## src/rtl/div_unit_if.sv

```systemverilog
// rtl/div_unit_if.sv - request/result bundle between the EX stage and div_unit
interface div_unit_if;
  logic        signed_div_i;
  logic [31:0] opdata1_i;
  logic [31:0] opdata2_i;
  logic        start_i;
  logic        annul_i;
  logic [63:0] result_o;
  logic        ready_o;

  modport master (
    output signed_div_i, opdata1_i, opdata2_i, start_i, annul_i,
    input  result_o, ready_o
  );

  modport slave (
    input  signed_div_i, opdata1_i, opdata2_i, start_i, annul_i,
    output result_o, ready_o
  );
endinterface

```

## src/rtl/div_unit.sv

```systemverilog
// rtl/div_unit.sv - 32-bit signed/unsigned restoring divider, one quotient bit per cycle
module div_unit (
  input  logic     clk,
  input  logic     rst,
  div_unit_if.slave bus
);

  typedef enum logic [1:0] {FREE, BYZERO, ON, END} state_t;

  state_t      state, state_nx;
  logic [5:0]  cnt;
  logic [64:0] acc;        // {partial remainder, dividend -> quotient}
  logic [31:0] dvs;
  logic        neg_q, neg_r;

  logic        latch_en, step_en, finish_en;
  logic [31:0] a_mag, b_mag;
  logic [33:0] trial;
  logic [64:0] acc_step;
  logic [31:0] quo_fix, rem_fix;

  always_ff @(posedge clk) begin
    if (rst) state <= FREE;
    else     state <= state_nx;
  end

  always_comb begin
    state_nx = state;
    case (state)
      FREE:    if (bus.start_i && !bus.annul_i)
                 state_nx = (bus.opdata2_i == 32'h0) ? BYZERO : ON;
      BYZERO:  state_nx = END;
      ON:      if (bus.annul_i)          state_nx = FREE;
               else if (cnt == 6'd32)    state_nx = END;
      END:     if (!bus.start_i)         state_nx = FREE;
      default: state_nx = FREE;
    endcase
  end

  always_comb begin
    latch_en  = 1'b0;
    step_en   = 1'b0;
    finish_en = 1'b0;
    case (state)
      FREE:    latch_en  = bus.start_i && !bus.annul_i;
      ON: begin
        step_en   = !bus.annul_i && (cnt != 6'd32);
        finish_en = !bus.annul_i && (cnt == 6'd32);
      end
      default: ;
    endcase
  end

  // Operands are reduced to magnitudes at latch time; signs are kept only as fix-up flags.
  always_comb begin
    a_mag = (bus.signed_div_i && bus.opdata1_i[31]) ? -bus.opdata1_i : bus.opdata1_i;
    b_mag = (bus.signed_div_i && bus.opdata2_i[31]) ? -bus.opdata2_i : bus.opdata2_i;
  end

  // acc[64:31] is the remainder already shifted left by one, so trial[33] is the borrow.
  always_comb begin
    trial    = acc[64:31] - {2'b00, dvs};
    acc_step = trial[33] ? {acc[63:0], 1'b0}
                         : {trial[32:0], acc[30:0], 1'b1};
    quo_fix  = neg_q ? -acc[31:0]  : acc[31:0];
    rem_fix  = neg_r ? -acc[63:32] : acc[63:32];
  end

  always_ff @(posedge clk) begin
    if (rst) begin
      cnt          <= 6'd0;
      acc          <= 65'h0;
      dvs          <= 32'h0;
      neg_q        <= 1'b0;
      neg_r        <= 1'b0;
      bus.ready_o  <= 1'b0;
      bus.result_o <= 64'h0;
    end else begin
      if (latch_en) begin
        acc   <= {33'h0, a_mag};
        dvs   <= b_mag;
        neg_q <= bus.signed_div_i && (bus.opdata1_i[31] ^ bus.opdata2_i[31]);
        neg_r <= bus.signed_div_i && bus.opdata1_i[31];
        cnt   <= 6'd0;
      end else if (step_en) begin
        acc <= acc_step;
        cnt <= cnt + 6'd1;
      end

      bus.ready_o <= (state_nx == END);
      if (finish_en)
        bus.result_o <= {rem_fix, quo_fix};
      else if (state_nx != END)
        bus.result_o <= 64'h0;
    end
  end

endmodule

```

## src/flat_wrapper.sv

```systemverilog
// flat-port wrapper written by rule: the top's interface ports become plain ports
module div_unit_flat 
  (clk, rst, bus_signed_div_i, bus_opdata1_i, bus_opdata2_i, bus_start_i, bus_annul_i, bus_result_o, bus_ready_o);
  div_unit_if bus_i ();
  input  logic clk;
  input  logic rst;
  input wire logic [$bits(bus_i.signed_div_i)-1:0] bus_signed_div_i;
  input wire logic [$bits(bus_i.opdata1_i)-1:0] bus_opdata1_i;
  input wire logic [$bits(bus_i.opdata2_i)-1:0] bus_opdata2_i;
  input wire logic [$bits(bus_i.start_i)-1:0] bus_start_i;
  input wire logic [$bits(bus_i.annul_i)-1:0] bus_annul_i;
  output wire logic [$bits(bus_i.result_o)-1:0] bus_result_o;
  output wire logic [$bits(bus_i.ready_o)-1:0] bus_ready_o;
  assign bus_i.signed_div_i = bus_signed_div_i;
  assign bus_i.opdata1_i = bus_opdata1_i;
  assign bus_i.opdata2_i = bus_opdata2_i;
  assign bus_i.start_i = bus_start_i;
  assign bus_i.annul_i = bus_annul_i;
  assign bus_result_o = bus_i.result_o;
  assign bus_ready_o = bus_i.ready_o;
  div_unit u_core (.clk(clk), .rst(rst), .bus(bus_i));
endmodule
```

## config.mk

```make
export PLATFORM = sky130hd
export DESIGN_NAME = div_unit_flat
export DESIGN_NICKNAME = d
export VERILOG_FILES = /design/src/rtl/div_unit_if.sv /design/src/rtl/div_unit.sv /design/src/flat_wrapper.sv
export SDC_FILE = /design/constraint.sdc
export NUM_CORES = 1
export LEC_CHECK = 0
export BUFFER_PORTS_ARGS = -buffer_cell sky130_fd_sc_hd__buf_2
export CORE_MARGIN = 3
export CORE_UTILIZATION = 55
export CTS_BUF_LIST = sky130_fd_sc_hd__clkbuf_2 sky130_fd_sc_hd__clkbuf_4 sky130_fd_sc_hd__clkbuf_8
export DETAILED_ROUTE_END_ITERATION = 6
export PLACE_DENSITY = 0.76
export SETUP_SLACK_MARGIN = 0.02
export SLEW_MARGIN = 20
export SYNTH_ARGS = -nofsm -noshare
export SYNTH_HDL_FRONTEND = slang
export SYNTH_SLANG_ARGS = --single-unit
```

## constraint.sdc

```tcl
create_clock -name clk -period 8.05 [get_ports clk]
set_clock_uncertainty 0.1 [all_clocks]
set_input_delay 2.0125 -clock clk [delete_from_list [all_inputs] [get_ports clk]]
set_output_delay 2.0125 -clock clk [all_outputs]
set_load 0.05 [all_outputs]
```

Word-level counts from Yosys, hierarchy flattened
Cells that the tools add are included.
W data, S select, Z words.
{"block": "classes", "n_addsub": 6, "eq_ne": 7, "n_mux": 18, "bitwise": 1, "n_reduce_logical": 12}
{"op": "$mux W32", "count": 6}
{"op": "$mux W64", "count": 2}
{"op": "$neg A32 Y32", "count": 4}
{"op": "$mux W65", "count": 1}
{"op": "$sub A34 B32 Y34", "count": 1}
{"op": "$logic_not A32 Y1", "count": 1}
{"op": "$mux W2", "count": 5}
{"op": "$pmux W2 S4", "count": 1}
{"op": "$add A6 B1 Y6 const B", "count": 1}
{"op": "$eq A2 B2 Y1 const B", "count": 3}
{"op": "$eq A6 B6 Y1 const B", "count": 1}
{"op": "$logic_and A1 B1 Y1", "count": 6}
{"op": "$ne A6 B6 Y1 const B", "count": 1}
{"op": "$reduce_bool A2 Y1", "count": 2}
{"op": "$mux W1", "count": 3}
{"op": "$eq A2 B1 Y1 const B", "count": 1}
{"op": "$logic_not A2 Y1", "count": 1}
{"op": "$ne A2 B2 Y1 const B", "count": 1}
{"op": "$reduce_or A2 Y1", "count": 1}
{"op": "$logic_not A1 Y1", "count": 1}
{"op": "$xor A1 B1 Y1", "count": 1}
{"block": "word_totals", "ff_bits": 172, "in_bits": 69, "output_inout_bits": 65, "elab_cells": 53}

Depth between registers and ports, before layout
{"block": "depth", "ltp_word": 7, "ltp_mapped": 13, "ltp_nobuf": 12}

Worst setup path after synthesis
Ideal clock, no wire load.
{"block": "synth_path", "path_kind": "input-to-reg", "startpoint": "in bus_opdata2_i[10]", "endpoint": "reg u_core.dvs[29]", "setup_time_ns": 0.070, "t_arrival_ns": 4.701, "t_required_ns": 7.880, "slack_ns": 3.178, "stages": 9, "cell_sequence": "or4_1 or4_1 or3_1 or4_1 or2_1 o41ai_1 xnor2_1 nand2_1 a21oi_1"}
{"block": "synth_between", "elab_chain_len": 2}
{"element": "from (decl)", "line_no": "flat_wrapper.sv:9", "source": "input wire logic [$bits(bus_i.opdata2_i)-1:0] bus_opdata2_i;"}
{"element": "$neg A32 Y32", "line_no": "div_unit.sv:57", "source": "b_mag = (bus.signed_div_i && bus.opdata2_i[31]) ? -bus.opdata2_i : bus.opdata2_i;"}
{"element": "$mux W32", "line_no": "div_unit.sv:57"}
{"element": "to (signal assigned)", "line_no": "div_unit.sv:81", "source": "dvs <= b_mag;"}
{"element": "to (decl)", "line_no": "div_unit.sv:13", "source": "logic [31:0] dvs;"}
Every way passes these cells.
A chain may end at the register's enable or synchronous reset.

Worst setup path after layout
Ends and elaborated chain as after synthesis.

==> metrics.txt <==
# TYPE chip_impl_metric gauge
chip_impl_info{name="outcome",value="completed"} 1
chip_impl_metric{name="cts.hold.buffers_added",unit=""} 0
chip_impl_metric{name="worstPathRequired",unit="ns"} 8.34
chip_impl_info{name="critPathLaunchType",value="input port"} 1
chip_impl_metric{name="cts_setup_buffers",unit=""} 0
chip_impl_info{name="layout_common_cells",value="sky130_fd_sc_hd__dfxtp_1 (172), sky130_fd_sc_hd__nor2_1 (148), sky130_fd_sc_hd__nand2_1 (141), sky130_fd_sc_hd__buf_2 (132)"} 1
chip_impl_metric{name="port_buffers",unit=""} 133
chip_impl_metric{name="crit_arrival",unit="ns"} 5.02
chip_impl_metric{name="dp.final_hpwl",unit="microns"} 20900
chip_impl_metric{name="grt_pass1_vias",unit=""} 8909
chip_impl_info{name="critical_path.reg2reg.startpoint",value="u_core.dvs[12]"} 1
chip_impl_metric{name="yosys_register_bits",unit=""} 172
chip_impl_metric{name="layout.cells.non_filler",unit=""} 1713
chip_impl_metric{name="num-nets-final",unit=""} 1547
chip_impl_metric{name="die_area",unit="sq um"} 21100
chip_impl_metric{name="yosysSeqAreaShare",unit="%"} 32.3
chip_impl_info{name="critical_path.reg2reg.endpoint",value="u_core.acc[49]"} 1
chip_impl_metric{name="final_hold_viol_count",unit=""} 0
chip_impl_metric{name="slew_headroom",unit="%"} 26.0
chip_impl_metric{name="ctsHtreeMaxLevel",unit=""} 4
chip_impl_metric{name="cts_made_buffers",unit=""} 17
chip_impl_metric{name="whs",unit="ns"} 0.358
chip_impl_metric{name="gp_routability_congestion",unit=""} 0.936
chip_impl_info{name="end_kind",value="flop"} 1
chip_impl_metric{name="total_power",unit="mW"} 1.96
chip_impl_metric{name="static-leakage-power",unit="nW"} 4.75
chip_impl_metric{name="drt_first_iter_violations",unit=""} 794
chip_impl_info{name="worst-setup-path-type",value="in2reg"} 1
chip_impl_metric{name="dp_cells",unit=""} 1680
chip_impl_metric{name="antenna_found_initial",unit=""} 1
chip_impl_metric{name="wl_met2",unit="microns"} 11500
chip_impl_metric{name="yosys_synthesis_warning_count",unit=""} 0
chip_impl_metric{name="syn_area_per_cell",unit="sq um"} 7.86
chip_impl_metric{name="synthArstFlopShare",unit="%"} 0
chip_impl_info{name="leading_post_synthesis_cells_by_cell_area",value="sky130_fd_sc_hd__dfxtp_1 (32%), sky130_fd_sc_hd__xnor2_1 (7.7%), sky130_fd_sc_hd__a22oi_1 (5.7%)"} 1
chip_impl_metric{name="grt-ovfl-total",unit=""} 0
chip_impl_metric{name="rrSetupSlack",unit="ns"} 3.71
chip_impl_metric{name="routed_wire_length_per_instance",unit="microns"} 16.4
chip_impl_metric{name="synth_enable_flop_cells",unit=""} 0
chip_impl_metric{name="synthDominantCellAreaShare",unit="%"} 32.3
chip_impl_metric{name="path_max_fanout",unit=""} 6
chip_impl_info{name="tritoncts",value="built"} 1
chip_impl_info{name="min_delay_worst_endpoint",value="u_core.dvs[28]"} 1
chip_impl_metric{name="syn_to_final_growth",unit="%"} 11.5
chip_impl_metric{name="start_util",unit="%"} 56.4
chip_impl_info{name="clock-root-buffer",value="sky130_fd_sc_hd__clkbuf_8"} 1
chip_impl_metric{name="via_count_normalized_by_instance_count",unit=""} 5.86
chip_impl_metric{name="met1_length",unit="microns"} 14000
chip_impl_metric{name="final_util",unit="%"} 62.9
chip_impl_metric{name="die_w",unit="microns"} 145
chip_impl_metric{name="synthDistinctLibCells",unit=""} 61
chip_impl_info{name="hold_start",value="u_core.dvs[28]"} 1
chip_impl_metric{name="final_antenna_net_count",unit=""} 0
chip_impl_metric{name="clkSlewWorstSetupHoldPaths",unit="ns"} 0.09
chip_impl_metric{name="clockBufferDepth",unit=""} 2
chip_impl_info{name="synth_flop_cell",value="sky130_fd_sc_hd__dfxtp_1"} 1
chip_impl_metric{name="synthCells",unit=""} 1356
chip_impl_metric{name="insertion_delay",unit="ns"} 0.46
chip_impl_info{name="synth.largest_area_cell",value="sky130_fd_sc_hd__dfxtp_1"} 1
chip_impl_metric{name="timing.max_cap.violations",unit=""} 0
chip_impl_metric{name="grt_pass1_wl",unit="microns"} 45200
chip_impl_metric{name="drt-total-wl",unit="microns"} 28100
chip_impl_metric{name="fmaxAchievable",unit="GHz"} 0.212
chip_impl_metric{name="timing_max_transition_violations_final",unit=""} 0
chip_impl_metric{name="share_of_layout_cells_above_drive_strength_1",unit="%"} 12.9
chip_impl_metric{name="synth_nets",unit=""} 1464
chip_impl_metric{name="worst-slew-pin-transition",unit="ns"} 1.11
chip_impl_metric{name="global_route.usage.total",unit="%"} 25.5
chip_impl_metric{name="synth.cell_area",unit="sq um"} 10700
chip_impl_info{name="layout.cells.most_common",value="sky130_fd_sc_hd__dfxtp_1"} 1
chip_impl_info{name="setup_repair_after_global_routing_missed_its_margin",value="no"} 1
chip_impl_info{name="highest_layer",value="met4"} 1
chip_impl_metric{name="core_area",unit="sq um"} 18900
chip_impl_metric{name="final_min_period_over_clock_period",unit="%"} 58.7
chip_impl_metric{name="clock-sinks",unit=""} 172
chip_impl_metric{name="count_of_tritonroute_iterations_in_the_first_routing_pass",unit=""} 5
chip_impl_metric{name="std_cell_rows",unit=""} 50
chip_impl_metric{name="vdd_ir_drop_max",unit="uV"} 130
chip_impl_metric{name="setup_total_negative_slack",unit="ns"} 0
chip_impl_metric{name="finalSetupViolCount",unit=""} 0
chip_impl_metric{name="detailroute.wirelength.met3",unit="microns"} 2230
chip_impl_metric{name="finalCriticalPeriod",unit="ns"} 4.73
chip_impl_metric{name="rr_worst_depth",unit=""} 12
chip_impl_metric{name="pwr_density_cell",unit="nW/um^2"} 165
chip_impl_metric{name="postCtsResizedCells",unit=""} 0
chip_impl_metric{name="grt_start_max_net_pins",unit=""} 87
chip_impl_metric{name="vias",unit=""} 10000
chip_impl_metric{name="dieHeight",unit="microns"} 145
chip_impl_metric{name="post_route_drc",unit=""} 0
chip_impl_info{name="hold_path_class",value="reg2reg"} 1
chip_impl_metric{name="worst_hold_path.num_cells",unit=""} 2
chip_impl_metric{name="io_count",unit=""} 134
through the flow:
stage          setup WS [ns]  cell area (sq um)
2_1_floorplan           3.18              10700
3_3_place_gp            2.90              11500
3_5_place_dp            2.85              11500
4_1_cts                 3.33              11900
5_1_grt                 3.14              11900
6_report                3.32              11900
cells in the mapped netlist (all sizes together) (20+ instances only):
library cell  instances
a21oi                96
clkbuf               72
dfxtp               172
o21ai                76
ha                   38
or4                  20
xor2                 54
nand2               141
a22oi                81
a211oi               32
mux2i                21
o31ai                26
or3                  24
nor2                150
inv                  56
xnor2                94
registers in the layout (all words and copies together), names as in the netlist:
| register | cells |
|---|---|
| u_core.cnt | 6 |
| u_core.neg_q | 1 |
| u_core.neg_r | 1 |
| u_core.bus.result_o | 64 |
| u_core.state | 2 |
| u_core.acc | 65 |
| u_core.bus.ready_o | 1 |
| u_core.dvs | 32 |
worst max path at each step:
stage,to,from
detailed placement,u_core.dvs[29],bus_opdata2_i[10]
global route,u_core.dvs[29],bus_opdata2_i[10]
global placement,u_core.dvs[29],bus_opdata2_i[10]
finish,u_core.dvs[29],bus_opdata2_i[10]
floorplan,u_core.dvs[29],bus_opdata2_i[10]
CTS,u_core.dvs[29],bus_opdata2_i[10]
kinds of logic (layout without fill, tap and decap cells):
group / Yosys count / count (layout) / synth area share (%)
AND/OR/NAND/NOR: 427 / 427 / 18.5
AO/OA/AOI/OAI: 414 / 414 / 25.6
flip-flops: 172 / 172 / 32.3
XOR/XNOR: 148 / 148 / 12.2
buffers and inverters: 135 / 231 / 4.76
adder cells (fa/ha/maj): 39 / 39 / 4.65
multiplexers: 21 / 21 / 1.97
other: 0 / 1 / 0
worst max-delay path, stage by stage:
cell                      delay (ns)
sky130_fd_sc_hd__buf_2          0.12
sky130_fd_sc_hd__or4_1          0.59
sky130_fd_sc_hd__or4_1          0.44
sky130_fd_sc_hd__or3_1          0.35
sky130_fd_sc_hd__or4_1          0.52
sky130_fd_sc_hd__or2_1          0.28
sky130_fd_sc_hd__o41ai_1        0.31
sky130_fd_sc_hd__xnor2_1        0.16
sky130_fd_sc_hd__nand2_1        0.07
sky130_fd_sc_hd__a21oi_1        0.16
layer usage:
metal | up-vias | GRT usage, %
met5 | - | 0
met4 | 0 | 5.79
met3 | 23 | 4.56
met2 | 354 | 36.6
met1 | 4615 | 39.6
li1 | 5048 | -
power by group:
group | total [mW] | leakage (nW) | internal [mW] | switching [mW]
clock network | 0.600 | 0.189 | 0.259 | 0.341
logic | 0.454 | 3.17 | 0.189 | 0.265
registers | 0.909 | 1.39 | 0.874 | 0.0352
cell type report:
class	instances	area, sq um
Multi-Input combinational cell	1049	6770
Sequential cell	172	3440
Inverter	56	210
Tap cell	260	325
Antenna cell	1	2.50
Fill cell	1728	7010
Clock buffer	18	248
Timing Repair Buffer	143	743
Clock inverter	14	138
Power figures use the tool's default switching activity.
